==> config.mk <==
export PLATFORM = sky130hd
export DESIGN_NAME = csel_subtractor_flat
export DESIGN_NICKNAME = d
export VERILOG_FILES = /design/src/rtl/csel_subtractor_if.sv /design/src/rtl/csel_subtractor.sv /design/src/flat_wrapper.sv
export SDC_FILE = /design/constraint.sdc
export NUM_CORES = 1
export LEC_CHECK = 0
export CAP_MARGIN = 15
export CORE_AREA = 2 2 195 197
export DETAILED_ROUTE_END_ITERATION = 8
export DIE_AREA = 0 0 197 199
export HOLD_SLACK_MARGIN = 0.12
export PLACE_DENSITY = 0.53
export SKIP_LAST_GASP = 1
export SLEW_MARGIN = 20
export SYNTH_ARGS = -nofsm -noshare
export SYNTH_HDL_FRONTEND = slang
export SYNTH_SLANG_ARGS = --single-unit
==> constraint.sdc <==
create_clock -name clk -period 5.87 [get_ports clk]
set_clock_uncertainty 0.05 [all_clocks]
set_input_delay 0.587 -clock clk [delete_from_list [all_inputs] [get_ports clk]]
set_output_delay 0.587 -clock clk [all_outputs]
set_load 0.02 [all_outputs]
==> src/rtl/csel_subtractor_if.sv <==
// Operand/result handshake bundle for csel_subtractor.
// Carries the ovf result bit only when SUB_OVF_EN is defined.
interface csel_subtractor_if #(
    parameter int K = 64
);
    logic         in_valid;
    logic         in_ready;
    logic [K-1:0] a;
    logic [K-1:0] b;
    logic         out_valid;
    logic         out_ready;
    logic [K-1:0] d;
    logic         bout;
`ifdef SUB_OVF_EN
    logic         ovf;

    modport master (
        output in_valid, a, b, out_ready,
        input  in_ready, out_valid, d, bout, ovf
    );

    modport slave (
        input  in_valid, a, b, out_ready,
        output in_ready, out_valid, d, bout, ovf
    );
`else
    modport master (
        output in_valid, a, b, out_ready,
        input  in_ready, out_valid, d, bout
    );

    modport slave (
        input  in_valid, a, b, out_ready,
        output in_ready, out_valid, d, bout
    );
`endif
endinterface

==> src/rtl/csel_subtractor.sv <==
// Two-stage carry-select subtractor d = a + ~b + 1 with valid/ready flow control.
// Optional signed-overflow output enabled by defining SUB_OVF_EN.
module csel_subtractor #(
    parameter int K = 64
) (
    input  logic               clk,
    input  logic               rst,
    csel_subtractor_if.slave   bus
);
    localparam int H = K / 2;

`ifdef SUB_OVF_EN
    function automatic logic ovf_calc(input logic a_msb, input logic b_msb, input logic d_msb);
        return (a_msb != b_msb) & (d_msb != a_msb);
    endfunction
`endif

    logic [H:0]   lo_sum_s;
    logic [H:0]   hi0_sum_s;
    logic [H:0]   hi1_sum_s;
    logic         s2_load_s;
    logic         s1_load_s;
    logic         in_ready_s;
    logic [H-1:0] hi_sel_s;
    logic         carry_sel_s;

    logic         s1_valid_r;
    logic [H-1:0] lo_r;
    logic         c_lo_r;
    logic [H-1:0] hi0_r;
    logic         c0_r;
    logic [H-1:0] hi1_r;
    logic         c1_r;
    logic         out_valid_r;
    logic [K-1:0] d_r;
    logic         bout_r;
`ifdef SUB_OVF_EN
    logic         a_msb_r;
    logic         b_msb_r;
    logic         ovf_r;
`endif

    // Low half with the +1 injected, and both upper-half candidates (carry-in 0 and 1).
    always_comb begin
        lo_sum_s  = {1'b0, bus.a[H-1:0]} + {1'b0, ~bus.b[H-1:0]} + {{H{1'b0}}, 1'b1};
        hi0_sum_s = {1'b0, bus.a[K-1:H]} + {1'b0, ~bus.b[K-1:H]};
        hi1_sum_s = {1'b0, bus.a[K-1:H]} + {1'b0, ~bus.b[K-1:H]} + {{H{1'b0}}, 1'b1};
    end

    // Pipeline advance: stage 2 takes stage 1 whenever the output slot is free or draining.
    always_comb begin
        s2_load_s  = s1_valid_r & (~out_valid_r | bus.out_ready);
        in_ready_s = ~s1_valid_r | s2_load_s;
        s1_load_s  = bus.in_valid & in_ready_s;
    end

    // Carry select: the registered low-half carry picks the upper candidate.
    always_comb begin
        if (c_lo_r) begin
            hi_sel_s    = hi1_r;
            carry_sel_s = c1_r;
        end else begin
            hi_sel_s    = hi0_r;
            carry_sel_s = c0_r;
        end
    end

    // Occupancy flags for both stages; reset discards anything in flight.
    always_ff @(posedge clk or posedge rst) begin
        if (rst) begin
            s1_valid_r  <= 1'b0;
            out_valid_r <= 1'b0;
        end else begin
            if (s1_load_s) begin
                s1_valid_r <= 1'b1;
            end else if (s2_load_s) begin
                s1_valid_r <= 1'b0;
            end
            if (s2_load_s) begin
                out_valid_r <= 1'b1;
            end else if (bus.out_ready) begin
                out_valid_r <= 1'b0;
            end
        end
    end

    // Stage 1 data: low half result plus both upper-half candidates with carries.
    always_ff @(posedge clk or posedge rst) begin
        if (rst) begin
            lo_r    <= {H{1'b0}};
            c_lo_r  <= 1'b0;
            hi0_r   <= {H{1'b0}};
            c0_r    <= 1'b0;
            hi1_r   <= {H{1'b0}};
            c1_r    <= 1'b0;
`ifdef SUB_OVF_EN
            a_msb_r <= 1'b0;
            b_msb_r <= 1'b0;
`endif
        end else if (s1_load_s) begin
            lo_r    <= lo_sum_s[H-1:0];
            c_lo_r  <= lo_sum_s[H];
            hi0_r   <= hi0_sum_s[H-1:0];
            c0_r    <= hi0_sum_s[H];
            hi1_r   <= hi1_sum_s[H-1:0];
            c1_r    <= hi1_sum_s[H];
`ifdef SUB_OVF_EN
            a_msb_r <= bus.a[K-1];
            b_msb_r <= bus.b[K-1];
`endif
        end
    end

    // Stage 2 result registers; borrow is the inverted final carry.
    always_ff @(posedge clk or posedge rst) begin
        if (rst) begin
            d_r    <= {K{1'b0}};
            bout_r <= 1'b0;
`ifdef SUB_OVF_EN
            ovf_r  <= 1'b0;
`endif
        end else if (s2_load_s) begin
            d_r    <= {hi_sel_s, lo_r};
            bout_r <= ~carry_sel_s;
`ifdef SUB_OVF_EN
            ovf_r  <= ovf_calc(a_msb_r, b_msb_r, hi_sel_s[H-1]);
`endif
        end
    end

    assign bus.in_ready  = in_ready_s;
    assign bus.out_valid = out_valid_r;
    assign bus.d         = d_r;
    assign bus.bout      = bout_r;
`ifdef SUB_OVF_EN
    assign bus.ovf       = ovf_r;
`endif

endmodule
==> src/flat_wrapper.sv <==
// flat-port wrapper written by rule: the top's interface ports become plain ports
module csel_subtractor_flat 
#(
    parameter int K = 64
)
  (clk, rst, bus_in_valid, bus_a, bus_b, bus_out_ready, bus_in_ready, bus_out_valid, bus_d, bus_bout);
  csel_subtractor_if #(.K(K)) bus_i ();
  input  logic clk;
  input  logic rst;
  input wire logic [$bits(bus_i.in_valid)-1:0] bus_in_valid;
  input wire logic [$bits(bus_i.a)-1:0] bus_a;
  input wire logic [$bits(bus_i.b)-1:0] bus_b;
  input wire logic [$bits(bus_i.out_ready)-1:0] bus_out_ready;
  output wire logic [$bits(bus_i.in_ready)-1:0] bus_in_ready;
  output wire logic [$bits(bus_i.out_valid)-1:0] bus_out_valid;
  output wire logic [$bits(bus_i.d)-1:0] bus_d;
  output wire logic [$bits(bus_i.bout)-1:0] bus_bout;
  assign bus_i.in_valid = bus_in_valid;
  assign bus_i.a = bus_a;
  assign bus_i.b = bus_b;
  assign bus_i.out_ready = bus_out_ready;
  assign bus_in_ready = bus_i.in_ready;
  assign bus_out_valid = bus_i.out_valid;
  assign bus_d = bus_i.d;
  assign bus_bout = bus_i.bout;
  csel_subtractor #(.K(K)) u_core (.clk(clk), .rst(rst), .bus(bus_i));
endmodule
==> results.yml <==
clocking:
  ctsResizeCount: 0
  holdBufCountCts: 0
  clkTransAtPathRegs_ns: 0.07
  clkLatencyLatePin_ns: 0.43
  cts_tree: "built"
  cts_setup_buffers: 0
  cts_max_path_buffers: 2
  root_buffer: "clkbuf_16"
  cts.sinks: 166
  ctsHtreeMaxLevel: 4
  cts_buffers: 17
die:
  dieArea_um2: 39200
  num_rows: 71
  die_h_um: 199
  core_area_um2: 37100
  die_w_um: 197
  initial_core_util_pct: 29.6
  io_pins: 199
critical_path:
  endpoint_kind: "flip-flop"
  critical-path-top-delay-family: "simple AND/OR/NAND/NOR gates"
  cp_slowest_cell: "or3_1"
  cp.required_ns: 6.10
  crit_fanout: 6
  critPathArrivalTime_ns: 4.52
  cp_cell_sequence: "clkdlybuf4s50_1 > ha_1 > inv_1 > fa_1 > nor2b_1 > o31ai_2 > a21oi_1 > nor4_1 > nor3_2 > nand4_1 > or3_1 > nor4b_1 > xnor2_1 > o21ai_1"
  path_buf_inv: 2
  criticalPathCategory: "primary input to flip-flop"
  critPathLaunchType: "primary input"
  crit_path_max_incr_delay_ns: 0.50
yosys:
  synth_top_family_by_area: "compound AO/OA/AOI/OAI gates"
  ys_top_cells_by_area: "dfrtp_1 (38%), nand2_1 (7.7%), ha_1 (7.4%), o21ai_0 (6.0%), mux2_2 (3.7%)"
  yosys.area.top_type: "dfrtp_1"
  synthAdderAreaFrac_pct: 7.76
  synth_fp_nets: 1456
  synthSimpleGateAreaFrac_pct: 18.3
  ys_types: 78
  synthCells: 1257
  syn_area_um2: 11000
  seq_area_frac_synth_pct: 37.8
  synthFlopType: "dfrtp_1"
  synth_xor_area_share_pct: 5.25
  async_flop_share_pct: 100
  synth_mux_area_share_pct: 6.96
  synth_top_area_share_pct: 37.8
  avgSynthCellArea_um2: 8.75
  yosys_warnings: 0
  synth_edf_count: 0
  synth_compound_area_share_pct: 19.0
  ys_seq_elements: 166
cells_and_area:
  final_common_cell: "nand2_1"
  syn_to_final_growth_pct: 27.2
  n_antenna_cell: 0
  final_cell_mix: "nand2_1 (223), clkdlybuf4s50_1 (198), dfrtp_1 (165)"
  layout-drive-gt1-share_pct: 7.71
  final_cells: 1914
  nNetsFinal: 1626
route:
  postRouteAntennaNets: 0
  wl_per_cell_um: 15.4
  wl_mm: 29.5
  drc: 0
  drt-initial-drc-count: 382
  viasPerCell: 4.90
  vias: 9387
  dr.pass1.iters: 5
placement:
  gp_congestion: 0.860
  hpwlAfterDp_mm: 22.4
  dp.cells: 1882
  portBuffers: 198
global_routing:
  overflow: 0
  grt_usage_pct: 15.0
  grt_pass1_vias: 9042
  grt_pass1_wl_mm: 47.0
  antenna_found_initial: 0
  grt_max_degree: 102
power:
  max-vdd-ir-drop_v: 0.000216
  powerDensity_nw_per_um2: 311
  p_leak_nw: 6.20
sta:
  timing.final.crit_period_ns: 4.29
  finalSetupViolations: 0
  tightest_slew_ns: 0.968
  slew_headroom_pct: 35.4
  fmax_mhz: 233
  period_share_pct: 73.1
  hold_viol_final: 0
  rsz0062_at_grt: "false"
  fin_setup_tns_ns: 0
  report.final.slew_viol_count: 0
status:
  status: "completed"
worst_hold_path:
  hold_path_class: "flip-flop to flip-flop"
flow_run:
  drv_cap: 0
==> path summary, 6_finish.rpt <==
kind                                        start                to  slack (ns)  cells past startpoint
worst max-delay path                    bus_a[32]  u_core.hi1_r[25]        1.58                     14
worst min-delay path              u_core.lo_r[10]   u_core.lo_r[10]        0.42                      2
worst max register to register  u_core.s1_valid_r       u_core.c1_r        3.28                      5
worst min register to register    u_core.lo_r[10]   u_core.lo_r[10]        0.42                      2
max in group asynchronous                     rst  u_core.hi1_r[13]        3.97                      3
min in group asynchronous                     rst  u_core.bus.d[34]        0.62                      2
==> power by group <==
part / switching (mW) / internal (mW)
logic: 0.876 / 0.735
registers: 0.168 / 1.44
clock network: 0.493 / 0.631
==> metal layers <==
layer  global-route usage, %  up-vias  part of all wire, %  wire length (um)
met2                    24.2      227                   45             13200
met3                    2.26       25                  4.4              1310
met4                    4.87        0                  1.9               550
li1                        -     4773                    -                 -
met5                       0        -                    0                 0
met1                    20.7     4362                   49             14400
==> flip-flops by register name, indices dropped and copies added (netlist names) <==
signal,cells
u_core.c0_r,1
u_core.c1_r,1
u_core.bus.d,64
u_core.lo_r,32
u_core.bus.bout,1
u_core.c_lo_r,1
u_core.s1_valid_r,1
u_core.hi0_r,32
u_core.bus.out_valid,1
u_core.hi1_r,32
==> synthesized netlist by cell type, drive strengths merged (4+ instances only) <==
| cell | instances |
|---|---|
| nand2b | 14 |
| nand3 | 23 |
| clkbuf | 34 |
| or3 | 12 |
| o21a | 10 |
| buf | 19 |
| nor4 | 8 |
| o21ai | 138 |
| a211o | 5 |
| a31o | 4 |
| a21o | 24 |
| dfrtp | 166 |
| nand2 | 225 |
| o31ai | 12 |
| nor3 | 24 |
| nor2 | 47 |
| a21oi | 61 |
| mux2 | 36 |
| and3 | 12 |
| nor2b | 9 |
| nand4 | 20 |
| xor2 | 31 |
| a31oi | 6 |
| o211ai | 8 |
| and4 | 6 |
| a211oi | 20 |
| o31a | 4 |
| ha | 65 |
| inv | 84 |
| xnor2 | 34 |
| o2111ai | 5 |
| mux2i | 36 |
| and2 | 10 |
==> worst min-delay path: stages (launching register included) <==
cell	delay, ns
dfrtp_1	0.34
nand2_1	0.04
o21ai_0	0.06
==> final cells by class <==
class                           count  area (um2)
Clock inverter                     14         149
Tap cell                          474         593
Clock buffer                       18         429
Timing Repair Buffer              204        2030
Sequential cell                   166        4160
Fill cell                        3817       23100
Inverter                           84         320
Multi-Input combinational cell    954        6320
==> metrics by stage <==
step | utilization (%) | hold WS [ns] | power, mW | area, um2 | setup WS [ns]
finish | 37.7 | 0.423 | 4.35 | 14000 | 1.58
global route | 37.7 | 0.448 | 4.63 | 14000 | 1.22
CTS | 37.7 | 0.429 | 4.40 | 14000 | 1.59
detailed placement | 36.1 | 0.413 | 3.26 | 13400 | 1.13
global placement | 36.1 | 0.408 | 3.24 | 13400 | 1.19
floorplan | - | 0.392 | 2.59 | 11000 | 0.743
==> logic make-up (layout without fill, tap and decap cells) <==
logic type	count (synthesis)	in the layout
simple gates	424	424
fa+ha+maj	67	67
buf+inv	137	320
flops	166	166
compound gates	326	326
xor+xnor	65	65
mux	72	72
(Power assumes the default switching activity.)
